`config.mk`:
```
export PLATFORM = sky130hd
export DESIGN_NAME = comparator_arbiter
export DESIGN_NICKNAME = d
export VERILOG_FILES = /design/src/rtl/comparator_arbiter.sv
export SDC_FILE = /design/constraint.sdc
export NUM_CORES = 1
export LEC_CHECK = 0
export CAP_MARGIN = 20
export CORE_MARGIN = 10
export CORE_UTILIZATION = 35
export DETAILED_ROUTE_END_ITERATION = 12
export HOLD_SLACK_MARGIN = 0.08
export PLACE_DENSITY = 0.67
export RECOVER_POWER = 50
export SYNTH_ARGS = -nofsm -noshare
export SYNTH_HDL_FRONTEND = slang
export SYNTH_SLANG_ARGS = --single-unit
```
`constraint.sdc`:
```
create_clock -name clk -period 2.31 [get_ports clk]
set_clock_uncertainty 0.1 [all_clocks]
set_input_delay 0.462 -clock clk [delete_from_list [all_inputs] [get_ports clk]]
set_output_delay 0.462 -clock clk [all_outputs]
set_load 0.01 [all_outputs]
```
`src/rtl/comparator_arbiter.sv`:
```
// Round-robin arbiter sharing one unsigned magnitude comparator among N_REQ clients.
// Optional saturating result counters when CMP_STATS_EN is defined.
module comparator_arbiter #(
  parameter int unsigned N_REQ = 4,
  parameter int unsigned WIDTH = 4,
  localparam int unsigned ID_W = $clog2(N_REQ)
) (
  input  logic                   clk,
  input  logic                   rst_n,
  input  logic [N_REQ-1:0]       req,
  input  logic [N_REQ*WIDTH-1:0] a_flat,
  input  logic [N_REQ*WIDTH-1:0] b_flat,
  output logic [N_REQ-1:0]       gnt,
  output logic                   res_valid,
  output logic [ID_W-1:0]        res_id,
  output logic                   less,
  output logic                   equal,
  output logic                   greater,
`ifdef CMP_STATS_EN
  output logic [7:0]             cnt_less,
  output logic [7:0]             cnt_equal,
  output logic [7:0]             cnt_greater,
`endif
  input  logic                   res_ack
);

  typedef enum logic [1:0] {IDLE, CMP, HOLD} state_t;

  state_t          state, state_nxt;
  logic [ID_W-1:0] ptr, ptr_nxt;
  logic [ID_W-1:0] id_q;
  logic [WIDTH-1:0] a_q, b_q;
  logic            found_c;
  logic [ID_W-1:0] win_c;
  logic [31:0]     idx_c;
  logic            lt_c, eq_c, gt_c;

  // Round-robin scan starting at ptr, wrapping modulo N_REQ
  always_comb begin
    found_c = 1'b0;
    win_c   = '0;
    idx_c   = '0;
    for (int unsigned k = 0; k < N_REQ; k++) begin
      idx_c = (32'(ptr) + k) % N_REQ;
      if (!found_c && req[ID_W'(idx_c)]) begin
        found_c = 1'b1;
        win_c   = ID_W'(idx_c);
      end
    end
  end

  assign ptr_nxt = (win_c == ID_W'(N_REQ - 1)) ? '0 : win_c + 1'b1;

  assign lt_c = (a_q < b_q);
  assign eq_c = (a_q == b_q);
  assign gt_c = (a_q > b_q);

  // State register
  always_ff @(posedge clk or negedge rst_n) begin
    if (!rst_n) state <= IDLE;
    else        state <= state_nxt;
  end

  // Next-state logic
  always_comb begin
    state_nxt = state;
    case (state)
      IDLE:    if (found_c) state_nxt = CMP;
      CMP:     state_nxt = HOLD;
      HOLD:    if (res_ack) state_nxt = IDLE;
      default: state_nxt = IDLE;
    endcase
  end

  // Mealy grant, only while idle
  always_comb begin
    gnt = '0;
    if (state == IDLE && found_c) gnt[win_c] = 1'b1;
  end

  // Operand capture, compare result and handshake registers
  always_ff @(posedge clk or negedge rst_n) begin
    if (!rst_n) begin
      ptr       <= '0;
      id_q      <= '0;
      a_q       <= '0;
      b_q       <= '0;
      res_valid <= 1'b0;
      res_id    <= '0;
      less      <= 1'b0;
      equal     <= 1'b0;
      greater   <= 1'b0;
    end else begin
      case (state)
        IDLE: if (found_c) begin
          a_q  <= a_flat[32'(win_c) * WIDTH +: WIDTH];
          b_q  <= b_flat[32'(win_c) * WIDTH +: WIDTH];
          id_q <= win_c;
          ptr  <= ptr_nxt;
        end
        CMP: begin
          less      <= lt_c;
          equal     <= eq_c;
          greater   <= gt_c;
          res_id    <= id_q;
          res_valid <= 1'b1;
        end
        HOLD: if (res_ack) res_valid <= 1'b0;
        default: ;
      endcase
    end
  end

`ifdef CMP_STATS_EN
  // Saturating per-outcome counters, bumped on every CMP->HOLD transition
  always_ff @(posedge clk or negedge rst_n) begin
    if (!rst_n) begin
      cnt_less    <= '0;
      cnt_equal   <= '0;
      cnt_greater <= '0;
    end else if (state == CMP) begin
      if (lt_c && cnt_less    != 8'hFF) cnt_less    <= cnt_less + 8'd1;
      if (eq_c && cnt_equal   != 8'hFF) cnt_equal   <= cnt_equal + 8'd1;
      if (gt_c && cnt_greater != 8'hFF) cnt_greater <= cnt_greater + 8'd1;
    end
  end
`endif

endmodule

```
# Word-level counts from Yosys, hierarchy flattened
# Cells that the tools add are included.
[totals]
ramBits = 0
n_memories = 0
inputBits = 39
ff_bits = 20
latch_bits = 0
output_inout_bits = 10
mem_bits_ro = 0
wordCells = 68
[classes]
order_cmp = 8
n_eq_ne = 6
muxes = 25
mul = 0
reduce_logical = 13
bitwise_logic = 0
n_div = 0
n_addsub = 4
shift = 2
[op_table]
columns = ["operator", "n"]
rows = [
  ["variable part select 16 x 5 -> 4 bit", 2],
  ["less-than comparator 2 x 3 -> 1 bit, second input constant", 5],
  ["two-way mux 2 bit", 7],
  ["two-way mux 1 bit", 10],
  ["binary-select mux 1 bit (select 2 bit)", 4],
  ["case mux 2 bit (3 select lines)", 1],
  ["AND reduction 2 bit", 3],
  ["logical AND 1 bit", 5],
  ["adder 2 x 1 -> 2 bit, second input constant", 2],
  ["adder 2 bit, second input constant", 2],
  ["== test 2 bit, second input constant", 2],
  ["== test 4 bit", 1],
  ["> comparator 4 bit", 1],
  ["less-than comparator 4 bit", 1],
  ["two-way mux 4 bit", 1],
  ["!= test 2 bit, second input constant", 2],
  ["zero test 1 bit", 3],
  ["demux 1 bit (select 2 bit)", 1],
  ["== test 2 x 1 -> 1 bit, second input constant", 1],
  [">= comparator 2 x 1 -> 1 bit, second input constant", 1],
  ["zero test 2 bit", 1],
  ["case mux 1 bit (2 select lines)", 1],
  ["nonzero test 2 bit", 1],
]

# Logic depth before layout (Yosys ltp)
[depth]
word_depth = 17
mapped_depth = 7
ltp_nobuf = 7

# Worst setup path after synthesis
# OpenSTA, ideal clock, no wires.
[synth_timing]
path_type = "reg2out"
startpoint = "register ptr[1]"
endpoint = "output port gnt[1]"
t_required_ps = 1748
arrival_ps = 1530
stages_incl_launch_ff = 6
n_path_buf = 1
slack_ps = 218
path_cell_list = "dfrtp_1 > buf_6 > a21boi_1 > o221ai_4 > or3_1 > nor2_1"
[synth_via]
elab_chain_cells = 17
[synth_lines]
columns = ["element", "line_no", "text"]
rows = [
  ["from (decl)", "30", "logic [ID_W-1:0] ptr, ptr_nxt;"],
  ["from (signal assigned)", "99", "ptr <= ptr_nxt;"],
  ["branches (longest 16 deep; another with less-than comparator 2 x 3 -> 1 bit)", "-", ""],
  ["two-way mux 4 bit (*)", "78", "if (state == IDLE && found_c) gnt[win_c] = 1'b1;"],
  ["to (decl)", "13", "output logic [N_REQ-1:0] gnt,"],
]
# Every way passes the cells marked *. The select of a mux whose other input is x is not followed.

# Worst setup path after layout
[layout_timing]
startpoint = "register ptr[1]"
endpoint = "output port gnt[3]"
# The elaborated chain is that of the path after synthesis.

==> reports/qor.csv <==
stage;metric;value;unit
timing;setup_ws;16.6;ps
synthesis;ys_seq_area_share;40.2;%
clock_tree;cts_hold_buf;0;
drt;routed_wl;3500;µm
timing;tightest_slew;1080;ps
global_routing;antenna_found_initial;0;
synthesis;synth_edf_count;0;
setup_path;regToRegSetupSlack;180;ps
floorplanning;initial_core_util;36.7;%
synthesis;syn-cell-area;0.00124;mm²
setup_path;worstPathArrival;1730;ps
timing;fin_crit;2290;ps
timing;fin_setup_tns;0;ps
clock_tree;cts_inserted_buffers;3;
floorplanning;die_h;79.6;µm
setup_path;r2r_end;b_q[0]$_DFFE_PN0P_;
power_and_ir_drop;vdd_drop_max;422;µV
setup_path;end_kind;primary output;
outcome;status;finished clean;
synthesis;synthTopCellsByArea;dfrtp_1 40%, mux2i_1 13%, nor3_1 6.4%, a211o_1 6.3%, ha_1 4.0%;
clock_tree;htreeDepth;1;
place;place_area;0.00183;mm²
min_path;min_path_type;reg -> reg;
synthesis;synth_fa_ha_area_share;4.02;%
global_routing;grt_start_max_net_pins;30;
timing;fin_crit_sh;99.3;%
synthesis;synthMuxAreaShare;16.8;%
run;maxCapViolations;0;
drt;avgRoutedWirePerCell;14.8;µm
global_routing;grt_pass1_vias;1316;
global_routing;grt_pass1_wl;5700;µm
setup_path;critPathKind;reg -> out;
drt;drc;0;
synthesis;async_flop_share;100;%
setup_path;cp_slowest_cell;dfrtp_2;
drt;routed_via_density;5.03;
clock_tree;cts_sinks;20;
synthesis;ys_seq_elements;20;
synthesis;synth.largest_area_cell;dfrtp_1;
setup_path;critPathMaxFanout;6;
setup_path;cp.required;1750;ps
synthesis;yosysMostFrequentCell;dfrtp_1;
min_path;hold_path_end;equal$_DFFE_PN0P_;
synthesis;netlist_instances;127;
synthesis;ys.flop_type;dfrtp_1;
setup_path;r2r_cells;6;
drt;dr_total_vias;1188;
floorplanning;dieWidth;79.6;µm
place;gp_congestion;0.728;
timing;slew_violations;0;
setup_path;r2r-start;ptr[1]$_DFFE_PN0P_;
setup_path;startpoint_type;register;
synthesis;yosys-top-cells-count;20 x dfrtp_1, 16 x mux2i_1, 16 x nor3_1;
timing;finalSetupViolations;0;
floorplanning;rows;21;
cells_and_area;finalNetCount;234;
timing;rsz0062_at_grt;true;
global_routing;global_route.overflow_total;0;
clock_tree;clkTransAtPathRegs;120;ps
clock_tree;clkLatencyLatePin;300;ps
timing;relSlewSlack;28.1;%
floorplanning;pin_count;49;
drt;drtAntennaViolNets;0;
drt;drtIter0Drc;49;
cells_and_area;layout-drive-gt1-share;24.2;%
synthesis;yosysTopAreaCellShare;40.2;%
place;port_buffers;48;
setup_path;path_cells;mux2_4, o221ai_4, or3_4, nor2_2, buf_2;
timing;fin_hold_ws;401;ps
timing;finalHoldViolCount;0;
drt;drtPass1Iterations;4;
synthesis;synth_simple_gate_area_share;15.9;%
setup_path;critical_path.max_stage_delay;480;ps
global_routing;grt_usage;11.1;%
cells_and_area;areaGrowthSynthToFinish;58.4;%
synthesis;synth_top_family_by_area;multiplexers;
power_and_ir_drop;power.static_leakage;0.934;nW
cells_and_area;diodes;0;
cells_and_area;postLayoutCoreUtil;58.2;%
clock_tree;root_buffer;clkbuf_4;
synthesis;syn_nets;170;
place;preCtsSetupSlack;-799;ps
synthesis;synth-xor-area-share;0;%
synthesis;synth_compound_area_share;16.3;%
power_and_ir_drop;powerDensity;1130;mW/mm²
timing;fmax;0.436;GHz
clock_tree;cts_tree;done;
floorplanning;core-area;0.00339;mm²
synthesis;syn_area_per_cell;9.80;µm²
clock_tree;clk_path_buf_depth;2;
cells_and_area;finish.instance_area;0.00197;mm²
synthesis;ys_warn_count;0;
floorplanning;dieArea;0.00634;mm²
min_path;hold_depth;2;
cells_and_area;fillers;298;
synthesis;ys_types;29;
place;dp_hpwl;2780;µm
min_path;hp-start;equal$_DFFE_PN0P_;
-- kinds of logic after synthesis --
family                     count (synthesis)
and+or+nand+nor                           40
muxes                                     20
buffers and inverters                     16
adders and majority gates                  4
AOI/OAI and AO/OA                         27
DFF                                       20
-- per-layer routing --
metal / track usage, % / up-vias / share of wire [%]
met5: 0 / - / 0
met4: 3.76 / 0 / 0.83
met3: 3.15 / 5 / 5.6
met2: 20.9 / 42 / 51
met1: 11.3 / 556 / 42
li1: - / 585 / -
-- power breakdown --
| group | internal (mW) | switching [mW] |
|---|---|---|
| combinational | 0.693 | 0.601 |
| sequential | 0.522 | 0.124 |
| clock | 0.175 | 0.112 |
| total | 1.39 | 0.836 |
-- sequential cells by signal, indices dropped and copies added, names as in the netlist --
signal,flops
ptr,2
state,2
less,1
id_q,2
greater,1
res_valid,1
a_q,4
res_id,2
b_q,4
equal,1
-- repair_timing --
action | 4_1_cts | 5_1_grt
gates cloned | 0 | 0
resized for setup | 32 | 11
pin swaps | 4 | 4
setup endpoints to repair | 12 | 4
setup buffers | 4 | 2
-- worst max-delay path, delay by kind of cell (launching register included) --
| kind | cells | cell delay (ps) |
|---|---|---|
| AOI/OAI and AO/OA | 1 | 100 |
| buffers and inverters | 1 | 130 |
| DFF | 1 | 480 |
| muxes | 1 | 250 |
| and+or+nand+nor | 2 | 460 |
-- worst max path at each step --
stage	endpoint	startpoint	slack, ps	depth (start not counted)
floorplan	gnt[1]	ptr[1]$_DFFE_PN0P_	220	5
global placement	gnt[1]	req[1]	-740	6
detailed placement	gnt[1]	req[1]	-800	6
CTS	gnt[1]	ptr[1]$_DFFE_PN0P_	-1	5
global route	gnt[0]	ptr[1]$_DFFE_PN0P_	-40	6
finish	gnt[3]	ptr[1]$_DFFE_PN0P_	20	5
-- layout make-up --
class | count | area, µm² | share of cell area, %
multi-input combinational | 91 | 727 | 36.9
clock buffer | 3 | 22.5 | 1.14
inverter | 8 | 30.0 | 1.52
tap | 46 | 57.6 | 2.92
clock inverter | 1 | 30.0 | 1.52
timing repair buffer | 67 | 603 | 30.6
sequential | 20 | 502 | 25.4
-- per-stage QoR --
stage / instances / power (mW)
after floorplan: 127 / 1.40
after global placement: 226 / 1.79
after detailed placement: 226 / 1.83
after CTS: 234 / 2.18
after global routing: 236 / 2.41
final: 236 / 2.23
-- cells in the final DEF (no fill, tap or decap), types with 2 or more instances in the layout --
cell type,synthesis,layout
inv_1,8,6
o21ai_2,0,2
nand2_1,8,8
nor3_1,16,16
o21ai_0,5,4
clkdlybuf4s50_1,0,38
ha_1,4,4
dlygate4sd3_1,0,2
nor2_1,6,2
nand2b_1,4,4
clkbuf_4,0,3
buf_2,1,3
dlygate4sd2_1,0,3
a21oi_1,5,4
buf_4,0,18
nor2_2,0,3
a211o_1,9,9
mux2i_1,16,16
inv_2,0,2
mux2_2,2,2
dfrtp_1,20,19
Power figures use the tool's default switching activity.
